<file path="config.mk">
export PLATFORM = sky130hd
export DESIGN_NAME = io_bank
export DESIGN_NICKNAME = d
export VERILOG_FILES = /design/src/rtl/io_bank_pkg.sv /design/src/rtl/io_sync.sv /design/src/rtl/io_bank.sv
export SDC_FILE = /design/constraint.sdc
export NUM_CORES = 1
export LEC_CHECK = 0
export CAP_MARGIN = 15
export CORE_UTILIZATION = 34
export DETAILED_ROUTE_END_ITERATION = 12
export SYNTH_ARGS = -nofsm -noshare
export SYNTH_HDL_FRONTEND = slang
export SYNTH_SLANG_ARGS = --single-unit
export TNS_END_PERCENT = 1
</file>
<file path="constraint.sdc">
create_clock -name clk -period 7.18 [get_ports clk]
set_input_delay 0.718 -clock clk [delete_from_list [all_inputs] [get_ports clk]]
set_output_delay 0.718 -clock clk [all_outputs]
set_load 0.03 [all_outputs]
</file>
<file path="src/rtl/io_bank_pkg.sv">
`default_nettype none
// ============================================================================
// Module   : io_bank_pkg
// Brief    : Shared access-width, exception and FSM encodings for io_bank.
// Revision : 1.0 - initial release
// ============================================================================
package io_bank_pkg;

   localparam int EXCEPTION_LEN = 4;

   localparam logic [1:0] MEM_WIDTH_NONE = 2'd0;
   localparam logic [1:0] MEM_WIDTH_BYTE = 2'd1;
   localparam logic [1:0] MEM_WIDTH_HALF = 2'd2;
   localparam logic [1:0] MEM_WIDTH_WORD = 2'd3;

   localparam logic [EXCEPTION_LEN-1:0] EXCEP_OK                = 4'd0;
   localparam logic [EXCEPTION_LEN-1:0] EXCEP_INVALID_MEM_READ  = 4'd5;
   localparam logic [EXCEPTION_LEN-1:0] EXCEP_INVALID_MEM_WRITE = 4'd7;

   typedef enum logic [1:0] {
      IO_STATE_IDLE = 2'd0,
      IO_STATE_WAIT = 2'd1,
      IO_STATE_DONE = 2'd2
   } io_state_t;

   // Byte lanes touched by an access of the given width at the given lane.
   function automatic logic [3:0] lane_mask(input logic [1:0] width, input logic [1:0] lane);
      case (width)
         MEM_WIDTH_BYTE: lane_mask = 4'b0001 << lane;
         MEM_WIDTH_HALF: lane_mask = 4'b0011 << lane;
         MEM_WIDTH_WORD: lane_mask = 4'b1111;
         default:        lane_mask = 4'b0000;
      endcase
   endfunction

endpackage
`default_nettype wire

</file>
<file path="src/rtl/io_sync.sv">
`default_nettype none
// ============================================================================
// Module   : io_sync
// Brief    : Plain flop-chain synchroniser with synchronous clear.
// Revision : 1.0 - initial release
// ============================================================================
module io_sync #(
   parameter int WIDTH  = 32,
   parameter int STAGES = 2
) (
   input  logic             clk,
   input  logic             rst,
   input  logic [WIDTH-1:0] i_data,
   output logic [WIDTH-1:0] o_data
);

   logic [WIDTH-1:0] r_stage [STAGES];

   always_ff @(posedge clk) begin
      if (rst) begin
         for (int i = 0; i < STAGES; i++) r_stage[i] <= '0;
      end else begin
         r_stage[0] <= i_data;
         for (int i = 1; i < STAGES; i++) r_stage[i] <= r_stage[i-1];
      end
   end

   assign o_data = r_stage[STAGES-1];

endmodule
`default_nettype wire

</file>
<file path="src/rtl/io_bank.sv">
`default_nettype none
// ============================================================================
// Module   : io_bank
// Brief    : Memory-mapped bank of RW output and RO synchronised input channels.
// Revision : 1.0 - initial release
// ============================================================================
module io_bank
   import io_bank_pkg::*;
#(
   parameter int          NUM_CH      = 4,
   parameter int          LATENCY     = 1,
   parameter int          SYNC_STAGES = 2,
   parameter logic [31:0] RESET_VALUE = 32'h0
) (
   input  logic                     clk,
   input  logic                     rst,
   input  logic [31:0]              addr_In,
   input  logic [31:0]              data_In,
   input  logic [1:0]               dataWidth_In,
   input  logic                     isRead_In,
   input  logic                     inputValid_In,
   output logic [31:0]              data_Out,
   output logic                     operationOK_Out,
   output logic [EXCEPTION_LEN-1:0] exception_Out,
   output logic [32*NUM_CH-1:0]     io_Out,
   input  logic [32*NUM_CH-1:0]     io_In,
   output logic [NUM_CH-1:0]        ioWriteStrobe_Out
);

   localparam int c_CH_BITS = $clog2(2*NUM_CH);
   localparam int c_AW      = c_CH_BITS + 2;
   localparam int c_CNT_W   = $clog2(LATENCY) + 1;

   io_state_t            r_state;
   logic [c_CNT_W-1:0]   r_cnt;
   logic [c_AW-1:0]      r_addr;
   logic [31:0]          r_data;
   logic [1:0]           r_width;
   logic                 r_read;
   logic                 r_ok;
   logic [NUM_CH-1:0]    r_strobe;
   logic [31:0]          r_rdata;
   logic [32*NUM_CH-1:0] r_io;

   logic [32*NUM_CH-1:0] w_sync;
   logic                 w_bad;
   logic                 w_accept;
   logic                 w_enter_done;
   logic [c_AW-1:0]      w_e_addr;
   logic [31:0]          w_e_data;
   logic [1:0]           w_e_width;
   logic                 w_e_read;
   logic [1:0]           w_lane;
   logic [31:0]          w_ch_idx;
   logic [3:0]           w_mask;
   logic [31:0]          w_wdata_sh;
   logic [31:0]          w_rd_word;
   logic [31:0]          w_rd_shift;
   logic [31:0]          w_rd_data;

   io_sync #(.WIDTH(32*NUM_CH), .STAGES(SYNC_STAGES)) u_sync (
      .clk    (clk),
      .rst    (rst),
      .i_data (io_In),
      .o_data (w_sync)
   );

   always_comb begin
      w_bad = 1'b0;
      if (addr_In >= 32'(8*NUM_CH)) w_bad = 1'b1;
      case (dataWidth_In)
         MEM_WIDTH_NONE: w_bad = 1'b1;
         MEM_WIDTH_HALF: if (addr_In[0]) w_bad = 1'b1;
         MEM_WIDTH_WORD: if (addr_In[1:0] != 2'b00) w_bad = 1'b1;
         default: ;
      endcase
      if (!isRead_In && (addr_In >= 32'(4*NUM_CH))) w_bad = 1'b1;
      exception_Out = EXCEP_OK;
      if (inputValid_In && w_bad)
         exception_Out = isRead_In ? EXCEP_INVALID_MEM_READ : EXCEP_INVALID_MEM_WRITE;
   end

   assign w_accept     = (r_state == IO_STATE_IDLE) && inputValid_In && !w_bad;
   assign w_enter_done = (w_accept && (LATENCY == 1)) ||
                         ((r_state == IO_STATE_WAIT) && (r_cnt == c_CNT_W'(1)));

   // With LATENCY=1 the commit happens on the accept edge, so use live inputs.
   assign w_e_addr   = (r_state == IO_STATE_IDLE) ? addr_In[c_AW-1:0] : r_addr;
   assign w_e_data   = (r_state == IO_STATE_IDLE) ? data_In           : r_data;
   assign w_e_width  = (r_state == IO_STATE_IDLE) ? dataWidth_In      : r_width;
   assign w_e_read   = (r_state == IO_STATE_IDLE) ? isRead_In         : r_read;

   assign w_lane     = w_e_addr[1:0];
   assign w_ch_idx   = 32'(w_e_addr[c_AW-1:2]);
   assign w_mask     = lane_mask(w_e_width, w_lane);
   assign w_wdata_sh = w_e_data << {w_lane, 3'b000};

   always_comb begin
      w_rd_word = '0;
      for (int i = 0; i < NUM_CH; i++) begin
         if (w_ch_idx == 32'(i))          w_rd_word = r_io[32*i +: 32];
         if (w_ch_idx == 32'(NUM_CH + i)) w_rd_word = w_sync[32*i +: 32];
      end
      w_rd_shift = w_rd_word >> {w_lane, 3'b000};
      case (w_e_width)
         MEM_WIDTH_BYTE: w_rd_data = {24'h0, w_rd_shift[7:0]};
         MEM_WIDTH_HALF: w_rd_data = {16'h0, w_rd_shift[15:0]};
         default:        w_rd_data = w_rd_shift;
      endcase
   end

   always_ff @(posedge clk) begin
      if (rst) begin
         r_state  <= IO_STATE_IDLE;
         r_cnt    <= '0;
         r_addr   <= '0;
         r_data   <= '0;
         r_width  <= MEM_WIDTH_NONE;
         r_read   <= 1'b0;
         r_ok     <= 1'b0;
         r_strobe <= '0;
         r_rdata  <= '0;
         r_io     <= {NUM_CH{RESET_VALUE}};
      end else begin
         r_ok     <= 1'b0;
         r_strobe <= '0;
         case (r_state)
            IO_STATE_IDLE: begin
               if (w_accept) begin
                  r_addr  <= addr_In[c_AW-1:0];
                  r_data  <= data_In;
                  r_width <= dataWidth_In;
                  r_read  <= isRead_In;
                  r_cnt   <= c_CNT_W'(LATENCY - 1);
                  r_state <= (LATENCY == 1) ? IO_STATE_DONE : IO_STATE_WAIT;
               end
            end
            IO_STATE_WAIT: begin
               r_cnt <= r_cnt - c_CNT_W'(1);
               if (r_cnt == c_CNT_W'(1)) r_state <= IO_STATE_DONE;
            end
            IO_STATE_DONE: r_state <= IO_STATE_IDLE;
            default:       r_state <= IO_STATE_IDLE;
         endcase

         if (w_enter_done) begin
            r_ok <= 1'b1;
            if (w_e_read) begin
               r_rdata <= w_rd_data;
            end else begin
               r_rdata <= '0;
               for (int i = 0; i < NUM_CH; i++) begin
                  if (w_ch_idx == 32'(i)) begin
                     r_strobe[i] <= 1'b1;
                     for (int b = 0; b < 4; b++)
                        if (w_mask[b]) r_io[32*i + 8*b +: 8] <= w_wdata_sh[8*b +: 8];
                  end
               end
            end
         end
      end
   end

   assign data_Out          = r_rdata;
   assign operationOK_Out   = r_ok;
   assign ioWriteStrobe_Out = r_strobe;
   assign io_Out            = r_io;

endmodule
`default_nettype wire

</file>
---- Yosys cells after proc, flatten, opt, wreduce, memory -nomap -nowiden ----
Memories as Yosys holds them, arrays and structs flattened.
Index checks and enable logic that the tools add are counted.
word-level totals
  register bits ........................... 208
  bits in writable memories ............... 256
  input port bits ......................... 198
  word-level logic and storage cells ...... 122
  memories ................................ 1
memory list
  name            depth  width  read ports  clocked after memory_dff  write ports  line           text
  u_sync.r_stage  2      128    2           0                         2            io_sync.sv:17  logic [WIDTH-1:0] r_stage [STAGES];
operators by class
  add/sub/neg operators ................... 1
  $lt $le $gt $ge ......................... 2
  eq/ne operators ......................... 15
  shifts and indexed selects .............. 4
  multiplexer cells ....................... 37
  bitwise operators ....................... 4
  reductions and logical operators ........ 33
operators with widths
  cell                   number
  $mux W32               10
  $mux W128              2
  $pmux W32 S2           1
  $reduce_and A4 Y1      16
  $ge A32 B5 Y1 const B  1
  $ge A32 B6 Y1 const B  1
  $logic_not A32 Y1      1
  $shl A32 B5 Y32        1
  $shr A32 B5 Y32        1
  $mux W1                14
  $eq A3 B3 Y1 const B   4
  $pmux W4 S3            1
  $eq A2 B2 Y1 const B   4
  $mux W2                4
  $eq A3 B2 Y1 const B   2
  $reduce_and A2 Y1      3
  $logic_and A1 B1 Y1    5
  $mux W5                1
  $eq A2 B1 Y1 const B   2
  $logic_not A2 Y1       2
  $ne A2 B2 Y1 const B   2
  $pmux W2 S2            1
  $reduce_bool A2 Y1     2
  $shl A1 B2 Y4 const A  1
  other kinds (11)       14

---- Logic depth before layout (Yosys ltp) ----
Gate-level depths: netlist (run 1).
  word-level depth ........................ 14
  gate-level depth with buffers ........... 14
  depth with buffers taken out ............ 8

---- By module ----
A second synthesis (run 1) with hierarchy kept.
second synthesis, totals
  cell total of the unflattened synthesis .. 2098
  area, all modules ....................... 19374.8 um2
by module, submodules not included
  module   times used  cells an instance  area an instance (um2)  sequential area each (um2)
  io_bank  1           1430               11549.8                 4124.0
  io_sync  1           668                7825.0                  5124.9

---- Worst setup path after synthesis (run 1) ----
Ideal clock, no wire load.
  kind .................................... reg2reg
  from .................................... reg r_state[1]
  to ...................................... reg r_io[102] (netlist: io_Out[102])
  setup time .............................. 0.128 ns
  arrival ................................. 2.909 ns
  required time ........................... 7.052 ns
  slack ................................... 4.144 ns
  cell stages (with the launch flop) ...... 14
  path buffers ............................ 6
  cell sequence ........................... dfxtp_1 > buf_6 > buf_6 > buf_2 > buf_2 > buf_2 > mux2i_1 > inv_1 > ha_1 > buf_1 > a21oi_1 > nor4_4 > mux2i_1 > nor2_1
on the way
  cells in the longest elaborated chain, start to end .. 5
  elaborated cells between the ends (all ways) .. 20
  those cells by class .................... 5 x eq/ne; 3 x shift; 5 x mux; 1 x bitwise; 6 x reduce/logical
RTL lines
  what                                                      line                              text
  from (decl)                                               io_bank.sv:34                     io_state_t r_state;
  from (signal assigned)                                    io_bank.sv:135                    r_state <= (LATENCY == 1) ? IO_STATE_DONE : IO_STATE_WAIT;
  $logic_not A2 Y1                                          --
  $mux W5, or another cell as far along                     io_bank.sv:88                     assign w_e_addr = (r_state == IO_STATE_IDLE) ? addr_In[c_AW-1:0] : r_addr;
  $shl A2 B2 Y4, or another cell as far along               io_bank_pkg.sv:30                 MEM_WIDTH_HALF: lane_mask = 4'b0011 << lane;
  $pmux W4 S3 / $logic_or A1 B1 Y1 (equally long branches)  io_bank_pkg.sv:28, io_bank.sv:84
  $reduce_and A4 Y1 (no line)                               --
  to (signal assigned)                                      io_bank.sv:123                    r_io <= {NUM_CH{RESET_VALUE}};
  to (signal, indexed assignment)                           io_bank.sv:156                    if (w_mask[b]) r_io[32*i + 8*b +: 8] <= w_wdata_sh[8*b +: 8];
  to (decl)                                                 io_bank.sv:43                     logic [32*NUM_CH-1:0] r_io;
Several ways; a longest one is shown, not always the timed one.
A chain may end at the register's enable or synchronous reset.

---- Worst setup path in the final report (run 1) ----
  from .................................... in addr_In[3]
  to ...................................... reg r_io[103] (netlist: io_Out[103])
on the way
  cells in the longest elaborated chain, start to end .. 9
  elaborated cells between the ends (all ways) .. 14
  those cells by class .................... 2 x order compare; 1 x eq/ne; 6 x mux; 5 x reduce/logical
RTL lines
  what                           line                          text
  from (decl)                    io_bank.sv:17                 input logic [31:0] addr_In,
  $ge A32 B6 Y1                  io_bank.sv:70                 if (addr_In >= 32'(8*NUM_CH)) w_bad = 1'b1;
  $mux W1                        io_bank.sv:70
  $mux W1 (on tied branches)     io_bank.sv:74, io_bank.sv:73
  $pmux W1 S3                    io_bank.sv:71                 case (dataWidth_In)
  $mux W1                        io_bank.sv:77                 if (!isRead_In && (addr_In >= 32'(4*NUM_CH))) w_bad = 1'b1;
  $logic_not A1 Y1               io_bank.sv:83                 assign w_accept = (r_state == IO_STATE_IDLE) && inputValid_In && !w_bad;
  $logic_and A1 B1 Y1            io_bank.sv:83
  $logic_or A1 B1 Y1             io_bank.sv:84                 assign w_enter_done = (w_accept && (LATENCY == 1)) ||
  $reduce_and A4 Y1 (no line) *  --
Every way passes the cells marked *; elsewhere a longest branch is shown, timed or not.

==> summary by stage, run 1 <==
GRT
After global routing the overflow that remains totals 0. Entering global routing, the biggest net connects 244 pins. The first global-routing pass estimated 104000 µm of wire. The via count of the first global-routing pass was 15761.

For met2 alone, demand over resource in global routing was 0.393. The met3 routing resource usage after global routing is 0.0586. The layer flagged by global routing as most heavily used is met2. The global-route track usage on met1 is 0.325.

In the global route stage, overall resource usage came out at 0.250. The initial antenna violation count is 1.

Routing
After detailed routing, the total wire length is 72100 µm. The number of vias per cell after detailed routing is 5.39. In this run, the number of DRC markers left after iteration 0 of detailed routing was 1575. The average wire per cell in the routed design is 24.0 µm.

The number of remaining DRC errors is 0. The overall via count from detail_route is 16185. The count of nets left with antenna violations after detail routing is 0.

The first TritonRoute pass finished after 5 iterations.

Worst setup path
The critical path goes through clkdlybuf4s50_1, mux2i_4, buf_4, nor2_2, buf_4, nand2_2, nor4_4, mux2i_1, nor2_1. Along the worst path, the maximum fanout reaches 30. The dominant cell type by count on the critical path is sky130_fd_sc_hd__buf_4. The peak per-stage delay on the critical path is 1.17 ns.

The startpoint of the worst register-to-register path is r_addr[3]$_SDFFE_PP0P_. The most critical setup path has its startpoint at addr_In[3]. The type of destination of the critical path is a flop. The cell family contributing the most delay on the critical path is buffers and inverters. The cell with the largest stage delay on the worst path is sky130_fd_sc_hd__clkdlybuf4s50_1.

For the worst setup path, the data arrival time is 4.78 ns. The kind of launch point of the worst setup path is an input port. The worst setup path is of the in2reg kind. STA puts the critical path data required time at 7.63 ns.

The number of buffers and inverters on the critical path is 3.

Placed design
The last weighted congestion value of the routability-driven placer is 0.907. The count of buffers added on input and output ports is 365. The HPWL reported at the end of detailed placement is 52400 µm.

Final layout
Of the cells placed in the final design, the portion with a size suffix greater than 1 is 0.0798. The signed area change from the synthesized netlist to the final layout is 31.0%. The net count of the finished layout is 2472. The antenna diode count is 0. The library cell used most frequently in the layout, excluding fill and tap cells, is sky130_fd_sc_hd__dfxtp_1.

Fill cells in the final layout number 5065. In the layout the commonest cells are 460 x sky130_fd_sc_hd__dfxtp_1, 364 x sky130_fd_sc_hd__clkdlybuf4s50_1, 260 x sky130_fd_sc_hd__nor2b_1. For this run, the share of the core covered by cells in the final layout is 0.453.

Floorplan
The number of top-level pins is 367. The area of the core region is 0.0541 mm². The die extent in y is 237 µm.

The site row count is 85. The overall die width is 237 µm. For this configuration, the core starts out at a cell density of 0.346. The overall die area is 0.0560 mm².

Clock tree
Clock latency on the worst-skew pair, taken at its later pin, is 0.61 ns. In this run, post-CTS repair resized a total of 0 instances. The number of buffers created by CTS is 50. The buffer type at the clock tree root is sky130_fd_sc_hd__clkbuf_16.

The longest clock path from root to sink contains 3 buffers. The number of H-tree branching levels is 2. After clock tree synthesis, the clock-pin slew on the worst setup and hold paths is 0.06 ns. The CTS tree is built.

The clock net sink count is 461. After clock tree synthesis, the setup repair step added 0 buffers. After clock tree synthesis, the flow added hold-fix buffers numbering 0.

Worst hold path
The tightest min-delay check is of the reg2reg type. The beginning of the worst hold path is u_sync.r_stage[0][127]$_SDFF_PP0_.

STA
Hold timing on the final database bottoms out at a slack of 0.416 ns. The max-slew violation count came to 0. Across the routed clock network, the largest skew measured is 0.0243 ns.

The share of the clock period used by the worst path after layout is 0.603. Setup violations remaining at the end of the flow were counted as 0. The headroom to the max-slew limit is 0.0881. The number of endpoints with negative hold slack in the final report is 0. Adding up every negative setup slack in the final design gives 0 ns. Based on the critical path, the design can be clocked at up to 231 MHz. Setup repair after global routing left no endpoint under its margin. The clock period could shrink to 4.33 ns. For the pin with the worst max-slew slack, the measured transition is 1.37 ns.

Power
The worst-case IR drop observed on VDD is 169 µV. The power per standard cell area is 233 mW/mm². The leakage dissipation is 9.05 nW.

Synth
In this run, synthesis produced a sequential element count of 461. The number of nets in the synthesized netlist is 2175. The mapped netlist covers 0.0187 mm². Of the synthesized area, sequential elements account for 0.493. The synthesized area divided by synthesized cell count is 9.48 µm². Counting flops with an async set or reset pin after synthesis yields a share of 0. The synthesized design contains 0 enable-type register cells. The flip-flop cell with the highest count after synthesis is sky130_fd_sc_hd__dfxtp_1. Yosys printed 0 warnings. After technology mapping, the gate count stands at 1974. The number of different library cells used by synthesis comes to 84.

Status
The flow ran to the end, and the final reports show no timing, DRC or antenna violations.

Job
The reported max-cap violation count is 0.
[path summary, 6_finish.rpt]
kind                                                     endpoint  cells after the start  slack, ns
worst max-delay path                     io_Out[103]$_SDFFE_PP0P_                      9       2.85
worst min-delay path            u_sync.r_stage[0][255]$_SDFF_PP0_                      1       0.42
worst max register to register           io_Out[103]$_SDFFE_PP0P_                      8       3.15
worst min register to register  u_sync.r_stage[0][255]$_SDFF_PP0_                      1       0.42
[flip-flops by register name, indices dropped and copies added (netlist names)]
register / count
u_sync.r_stage: 256
io_Out: 128
data_Out: 32
r_data: 32
r_addr: 5
ioWriteStrobe_Out: 4
r_width: 2
operationOK_Out: 1
r_state: 1
[metal layers]
metal  vias to the layer above  wire length, µm
met5                         -                0
met4                         0             2920
met3                       133             6360
met2                       794            32500
met1                      7792            30300
li1                       7466                -
[kinds of logic after synthesis]
kind of cell | synth area share
and+or+nand+nor | 0.231
DFF | 0.493
muxes | 0.115
adders and majority gates | 0.00201
AOI/OAI and AO/OA | 0.125
other | 0.000200
buffers and inverters | 0.0344
[layout make-up]
type | count | area (µm²) | area share
flip-flops and latches | 461 | 9230 | 0.377
multi-input cells | 1362 | 8890 | 0.363
repair buffers | 386 | 3830 | 0.156
clock buffers | 73 | 1460 | 0.0595
well taps | 696 | 871 | 0.0355
clock inverters | 15 | 191 | 0.00781
inverters | 10 | 37.5 | 0.00153
[synthesized netlist by cell type, drive strengths merged (4+ instances only)]
master	n	share of area
mux2	32	0.020
nand3	64	0.018
buf	43	0.013
o32ai	7	0.0033
o22a	10	0.0047
mux2i	159	0.085
or3	7	0.0023
a221o	10	0.0053
nor4	20	0.013
a21oi	107	0.029
a32oi	13	0.0061
mux4	8	0.0096
o22ai	28	0.0094
nor3	42	0.012
nand4	9	0.0056
nand2	227	0.046
and3	5	0.0017
nor2	155	0.033
a211oi	14	0.0056
a22o	9	0.0042
o21ai	35	0.0094
a31oi	5	0.0017
o2111ai	5	0.0027
nor2b	260	0.087
o221ai	11	0.0051
and2	8	0.0027
a221oi	4	0.0019
o211ai	12	0.0048
a22oi	12	0.0048
or3b	4	0.0019
and4	6	0.0028
clkbuf	98	0.020
a21o	10	0.0040
o31ai	5	0.0020
a211o	6	0.0028
inv	9	0.0018
o221a	4	0.0024
dfxtp	461	0.49
[worst register-to-register path, cell delays in order, from the launching register on]
cell	delay [ns]
sky130_fd_sc_hd__dfxtp_1	0.98
sky130_fd_sc_hd__mux2i_4	0.14
sky130_fd_sc_hd__buf_4	0.29
sky130_fd_sc_hd__nor2_2	0.56
sky130_fd_sc_hd__buf_4	0.41
sky130_fd_sc_hd__nand2_2	0.30
sky130_fd_sc_hd__nor4_4	0.84
sky130_fd_sc_hd__mux2i_1	0.29
sky130_fd_sc_hd__nor2_1	0.06
[per-stage QoR]
step	total power, mW	setup slack [ns]	cells	instance area, µm²
detailed placement	3.20	2.30	2915	22900
floorplan	2.94	4.14	1974	18700
CTS	5.75	2.91	3003	24500
global route	5.90	2.80	3003	24500
global placement	3.19	2.42	2915	22900
finish	5.72	2.85	3003	24500
[power by group]
group | total, mW | leakage [nW] | switching, mW | internal [mW]
sequential | 2.65 | 3.77 | 0.0217 | 2.63
clock | 2.57 | 0.802 | 1.08 | 1.49
combinational | 0.500 | 4.48 | 0.290 | 0.210
total | 5.72 | 9.05 | 1.39 | 4.32
No activity file was read; power rests on OpenSTA's default activity.
==> run 2, diff against run 1 <==
==> constraint.sdc (replaced) <==
create_clock -name clk -period 4.1 [get_ports clk]
set_input_delay 0.41 -clock clk [delete_from_list [all_inputs] [get_ports clk]]
set_output_delay 0.41 -clock clk [all_outputs]
set_load 0.03 [all_outputs]
==> run 2 against run 1 <==
Effect of this change:
- via count up 0.52%
- clock-buffer cell count down 8
- sequential share of layout area down 0.58 points
- total power up 80%
- combinational power up 79%
- clock skew down 0.0060 ns
==> summary by stage, run 2 (synthesis gave the netlist of run 1 again) <==
GRT
The total track usage is 0.253 (+0.00357). The maximum number of pins on one net before global-route repair was 198 (-19%). The via count of the first global-routing pass is 15643 (-0.75%). The global route total overflow is 0 (unchanged). The initial antenna violation count is 1 (unchanged). The first-pass GRT wire length is 106000 µm (+1.0%).

Final layout
The post-route standard cell area excluding fillers was 0.0249 mm² (+1.6%). u_sync.r_stage holds more flip-flops than any other register. Leaving out fill and tap cells, the most frequent cell in the layout is sky130_fd_sc_hd__dfxtp_1.

The share of final-layout standard cells stronger than drive strength 1 is 0.0964 (+0.0167). The antenna diode count is 0 (unchanged). The library cells used most frequently in the layout, excluding fill and tap cells, are 460 x sky130_fd_sc_hd__dfxtp_1, 364 x sky130_fd_sc_hd__clkdlybuf4s50_1, 260 x sky130_fd_sc_hd__nor2b_1.

The final non-filler cell total came to 3040 (+1.2%). The number of nets in the layout was 2512 (+1.6%). Relative to the synthesized area, the layout overhead comes to 33.0%. The number of flip-flops in the largest register is 256 (unchanged).

Clock tree
The cell sitting at the root of the clock tree is a sky130_fd_sc_hd__clkbuf_16. The clock-pin slew reported for the worst setup and hold paths after clock tree synthesis is 0.06 ns (about the same). The clock net sink count is 461 (unchanged). The post-cts resize count is 0 (unchanged).

The number of H-tree branching levels is 2 (unchanged). TritonCTS built the clock tree. The maximum root-to-sink buffer count came to 3 (unchanged). The latest clock arrival within the worst-skew pair came to 0.61 ns (about the same). The number of setup buffers added after CTS is 0 (unchanged). The number of hold-repair buffers added at the cts stage came to 0 (unchanged).

The number of buffers created by CTS is 49 (-2.0%).

Placed design
The number of instances in the placed design is 2956 (+1.4%). The post-detailed-placement cell area is 0.0232 mm² (+1.3%). The last weighted congestion value of the routability-driven placer is 0.928 (+2.4%). The number of buffers inserted by port buffering came to 365 (unchanged). The HPWL reported at the end of detailed placement is 54800 µm (+4.4%).

STA
The final worst hold slack is 0.216 ns (-0.201 ns). The number of endpoints with negative hold slack in the final report was 0 (unchanged). The total negative slack for setup checks is 0 ns (unchanged). The max-slew violation count is 0 (unchanged). The setup clock skew after layout is 0.0183 ns (-0.00604 ns). The highest attainable clock frequency is 287 MHz. The routed design could run at a clock period as short as 3.49 ns.

In the finished design, the share of the clock period the worst path needs comes to 0.851. The slew at the pin with the worst max-slew slack came to 1.09 ns (-0.273 ns). The final-report setup violation count is 0 (unchanged). The headroom to the max-slew limit is 0.256 (+0.168). Setup repair after global routing left no endpoint under its margin.

Floorplan
The number of top-level pins came to 367 (unchanged). The die extent in y is 237 µm (unchanged). The overall die width came to 237 µm (unchanged). The site row count is 85 (unchanged).

The overall die area is 0.0560 mm² (unchanged). The starting density of the core is 0.346 (unchanged). The area of the core region was 0.0541 mm² (unchanged).

Routing
The starting DRC count in detailed routing came to 1577 (+0.13%). The total wirelength of the detailed-routed design is 72900 µm (+1.2%). The number of vias per cell after detailed routing is 5.35 (-0.70%). The overall via count from detail_route is 16269 (+0.52%). The first-pass detailed-route iteration total is 6 (+1). The average wire per cell in the routed design came to 24.0 µm (about the same). The count of nets left with antenna violations after detail routing is 0 (unchanged).

The number of remaining DRC errors was 0 (unchanged).

Worst setup path
The endpoint arrival time on the critical path is 3.08 ns (-1.70 ns). STA classifies the critical path endpoint as an output pin. The type of the setup path with the least slack is in2out. The reg-to-reg setup timing slack was 0.65 ns (-2.50 ns). The highest fanout seen on the critical path is 7 (-77%). The kind of launch point of the worst setup path is an input port.

The endpoint required time on the critical path is 3.69 ns (-3.94 ns).

Power
The overall power after layout is 10.3 mW (+80%). The power per standard cell area is 413 mW/mm² (+77%). The maximum VDD drop is 302 µV (+78%). The leakage dissipation was 9.29 nW (+2.6%).

Status
The flow ran to the end, and the final reports show no timing, DRC or antenna violations.

Worst hold path
The worst hold path belongs to the class in2reg.

Job
The reported max-cap violation count is 0 (unchanged).
[run 2: changes by cell type in the layout (fill, tap and decap cells not counted), moves of 2 or more]
cell,previous run,this run
sky130_fd_sc_hd__clkbuf_16,51,49
sky130_fd_sc_hd__clkbuf_1,12,7
sky130_fd_sc_hd__clkinv_2,6,4
sky130_fd_sc_hd__buf_4,20,61
sky130_fd_sc_hd__bufinv_16,2,8
[run 2: stage by stage]
stage,setup WS (ns),util
2_1_floorplan,1.06,-
3_3_place_gp,0.492,0.428
3_5_place_dp,0.524,0.428
4_1_cts,0.667,0.460
5_1_grt,0.508,0.460
6_report,0.611,0.460
[run 2: cell type report]
type	instances	area (µm²)
Fill cell	5140	29200
Sequential cell	461	9230
Multi-Input combinational cell	1362	8890
Timing Repair Buffer	427	4140
Clock buffer	65	1380
Tap cell	696	871
Clock inverter	19	347
Inverter	10	37.5
[run 2: layer usage]
layer  vias up  global-route usage  routed length [µm]
met2       774               0.401               33100
met5         -                   0                   0
li1       7556                   -                   -
met1      7809               0.343               31900
met3       130              0.0473                5490
met4         0              0.0935                2460
[run 2: final timing paths]
| kind | start | endpoint | cells after the start |
|---|---|---|---|
| max | addr_In[24] | exception_Out[1] | 7 |
| min | rst | u_sync.r_stage[0][77]$_SDFF_PP0_ | 2 |
| max reg2reg | r_state[1]$_SDFFE_PP0P_ | data_Out[2]$_SDFFE_PP0N_ | 7 |
| min reg2reg | u_sync.r_stage[0][40]$_SDFF_PP0_ | u_sync.r_stage[0][168]$_SDFF_PP0_ | 1 |
[run 2: critical path, cell delays in order]
cell,delay (ns)
sky130_fd_sc_hd__clkdlybuf4s50_1,0.40
sky130_fd_sc_hd__nor4_1,0.53
sky130_fd_sc_hd__o221a_2,0.41
sky130_fd_sc_hd__nand4_4,0.30
sky130_fd_sc_hd__and2_1,0.30
sky130_fd_sc_hd__nor2b_1,0.13
sky130_fd_sc_hd__clkdlybuf4s50_1,0.59
[run 2: power breakdown]
group	leakage [nW]	total, mW	switching [mW]	internal [mW]
Combinational	4.68	0.894	0.512	0.383
Sequential	3.77	4.64	0.0400	4.60
Clock	0.832	4.75	1.89	2.86
Total	9.29	10.3	2.44	7.84
==> run 3, diff against run 2 <==
--- a/config.mk
+++ b/config.mk
@@ -6,8 +6,9 @@
 export NUM_CORES = 1
 export LEC_CHECK = 0
 export CAP_MARGIN = 15
-export CORE_UTILIZATION = 34
+export CORE_UTILIZATION = 52
 export DETAILED_ROUTE_END_ITERATION = 12
+export PLACE_DENSITY = 0.8
 export SYNTH_ARGS = -nofsm -noshare
 export SYNTH_HDL_FRONTEND = slang
 export SYNTH_SLANG_ARGS = --single-unit
==> run 3 against run 2 <==
Effect of this change:
- fmax decreased by 7.9%
- register-to-register slack got worse by 0.34 ns
- via count increased by 2.1%
- combinational power decreased by 2%
- total power decreased by 2.6%
- wire length decreased by 9.1%
- die area decreased by 34%
- critical endpoint is now data_Out[2]$_SDFFE_PP0N_
- global-route usage increased by 9.7 points
- clock power decreased by 5.3%
==> summary by stage, run 3 (synthesis gave the netlist of run 1 again) <==
Status
The flow ran to the end, and the final reports show no timing, DRC or antenna violations.

Clock tree
The number of buffers created by CTS is 46 (-6.1%). Clock tree synthesis selected as its root buffer the cell sky130_fd_sc_hd__clkbuf_16. The maximum root-to-sink buffer count is 3 (unchanged). The clock net sink count is 461 (unchanged). The number of setup buffers added after CTS is 0 (unchanged). The clock-pin slew reported for the worst setup and hold paths after clock tree synthesis is 0.06 ns (about the same). TritonCTS built the clock tree.

The number of hold-repair buffers added at the cts stage is 0 (unchanged). The latest clock arrival within the worst-skew pair came to 0.57 ns (-0.04 ns). The post-cts resize count is 0 (unchanged). The number of H-tree branching levels is 2 (unchanged).

Job
The reported max-cap violation count came to 0 (unchanged).

Floorplan
The die extent in y is 192 µm (-19%). The overall die area was 0.0367 mm² (-34%). The area of the core region is 0.0355 mm² (-34%). The overall die width is 192 µm (-19%). The number of top-level pins is 367 (unchanged). The site row count is 69 (-19%).

The starting density of the core came to 0.527 (+0.182).

STA
The share of the clock period used by the worst path after layout is 0.924 (+0.0734). The final worst hold slack is 0.311 ns (+0.0950 ns). The total negative slack for setup checks was 0 ns (unchanged).

The setup clock skew after layout was 0.0219 ns (+0.00366 ns). The final-report setup violation count came to 0 (unchanged). The minimum period implied by the final worst setup slack is 3.79 ns (+0.301 ns). Setup repair after global routing left no endpoint under its margin.

The headroom to the max-slew limit is 0.296 (+0.0399). The highest attainable clock frequency is 264 MHz (-7.9%). The max-slew violation count is 0 (unchanged).

The slew at the pin with the worst max-slew slack is 1.03 ns (-0.0603 ns). The number of endpoints with negative hold slack in the final report is 0 (unchanged).

Final layout
The library cells used most frequently in the layout, excluding fill and tap cells, are 460 x sky130_fd_sc_hd__dfxtp_1, 364 x sky130_fd_sc_hd__clkdlybuf4s50_1, 260 x sky130_fd_sc_hd__nor2b_1. The library cell used most frequently in the layout, excluding fill and tap cells, is sky130_fd_sc_hd__dfxtp_1. The antenna diode count was 0 (unchanged). The share of final-layout standard cells stronger than drive strength 1 is 0.0951 (-0.00128).

Relative to the synthesized area, the layout overhead comes to 31.1%. The number of nets in the layout was 2507 (-0.20%). The register name with the most flops is u_sync.r_stage. The number of flip-flops in the largest register is 256 (unchanged).

The post-route standard cell area excluding fillers was 0.0245 mm² (-1.4%).

Routing
The routed length on met2 is 29500 µm (-11%). The average wire per cell in the routed design was 23.6 µm (-1.5%). The count of nets left with antenna violations after detail routing came to 0 (unchanged). The number of remaining DRC errors is 0 (unchanged).

The overall via count from detail_route is 16618 (+2.1%). The met1 layer wirelength in the final routing is 26400 µm (-17%). The first-pass detailed-route iteration total came to 7 (+1).

The met3 layer wire length in the routed design is 7060 µm (+29%). The total wirelength of the detailed-routed design is 66300 µm (-9.1%). The starting DRC count in detailed routing is 1872 (+19%).

In this run the top signal layer used is met4. The number of vias per cell after detailed routing is 5.92 (+11%).

Worst setup path
The kind of launch point of the worst setup path is a flop. The endpoint required time on the critical path came to 4.61 ns (+0.92 ns). The type of destination of the critical path is a flop.

The peak per-stage delay on the critical path was 0.93 ns (+0.34 ns). The type of the setup path with the least slack is reg2reg. The number of buffer and inverter instances along the worst setup path was 1 (-1). The cell with the largest stage delay on the worst path is sky130_fd_sc_hd__mux2i_4. The endpoint arrival time on the critical path is 4.30 ns (+1.22 ns). Traced cell by cell, the critical path runs through mux2i_4, buf_4, nor3_1, a2111oi_0, o21ai_0, a31oi_1, a211o_1.

The highest fanout seen on the critical path is 22 (+15). On the critical path the largest part of the delay comes from compound AO/OA/AOI/OAI gates.

Placed design
The post-detailed-placement cell area came to 0.0229 mm² (-1.2%). The last weighted congestion value of the routability-driven placer was 0.977 (+5.2%). The HPWL reported at the end of detailed placement is 48400 µm (-12%). The number of buffers inserted by port buffering came to 365 (unchanged).

GRT
The first-pass GRT wire length is 95800 µm (-9.3%). The via count of the first global-routing pass was 15541 (-0.65%). The global route total overflow is 0 (unchanged). The total track usage is 0.350 (+0.0965). The maximum number of pins on one net before global-route repair is 213 (+7.6%). The initial antenna violation count was 0 (-1).

Power
The leakage dissipation is 9.26 nW (-0.29%). The power per standard cell area came to 408 mW/mm² (-1.2%). The maximum VDD drop was 388 µV (+29%).

Worst hold path
The worst hold path belongs to the class in2reg.
run 3: cell types whose count changed in the layout (fill, tap and decap cells not counted), moves of 2 or more:
| cell | change |
|---|---|
| sky130_fd_sc_hd__buf_4 | -4 |
| sky130_fd_sc_hd__clkbuf_1 | +3 |
| sky130_fd_sc_hd__buf_12 | +2 |
| sky130_fd_sc_hd__bufinv_16 | -2 |
| sky130_fd_sc_hd__clkbuf_16 | -2 |
| sky130_fd_sc_hd__clkinv_2 | +2 |
| sky130_fd_sc_hd__clkinv_4 | +2 |
| sky130_fd_sc_hd__clkinvlp_4 | -2 |
run 3: layout make-up:
type                       count  area (µm²)
fill                        2730       10900
tap                          461         577
sequential                   461        9230
clock inverter                20         322
multi-input combinational   1362        8890
clock buffer                  66        1340
inverter                      10        37.5
timing repair buffer         425        4150
run 3: stage by stage:
stage | instances | setup slack [ns] | util | power, mW
6_report | 2805 | 0.310 | 0.692 | 10.0
5_1_grt | 2805 | 0.260 | 0.692 | 10.3
4_1_cts | 2805 | 0.445 | 0.692 | 10.0
3_5_place_dp | 2719 | 0.317 | 0.645 | 5.59
3_3_place_gp | 2719 | 0.251 | 0.645 | 5.58
2_1_floorplan | 1974 | 1.06 | - | 5.16
run 3: path summary, 6_finish.rpt:
check	cells past startpoint	startpoint	slack [ns]	end
setup / recovery	7	r_state[1]$_SDFFE_PP0P_	0.31	data_Out[2]$_SDFFE_PP0N_
hold / removal	2	rst	0.31	u_sync.r_stage[0][94]$_SDFF_PP0_
setup reg to reg	7	r_state[1]$_SDFFE_PP0P_	0.31	data_Out[2]$_SDFFE_PP0N_
hold reg to reg	1	u_sync.r_stage[0][65]$_SDFF_PP0_	0.44	u_sync.r_stage[0][193]$_SDFF_PP0_
run 3: routing by layer:
metal	up-vias	global-route usage
li1	7551	-
met1	7843	0.464
met2	1043	0.539
met3	181	0.0747
met4	0	0.171
met5	-	0
run 3: power breakdown:
group	total (mW)	switching, mW	leakage, nW	internal [mW]
combinational	0.880	0.494	4.68	0.387
sequential	4.64	0.0413	3.77	4.60
clock	4.50	1.82	0.808	2.68
total	10.0	2.36	9.26	7.66
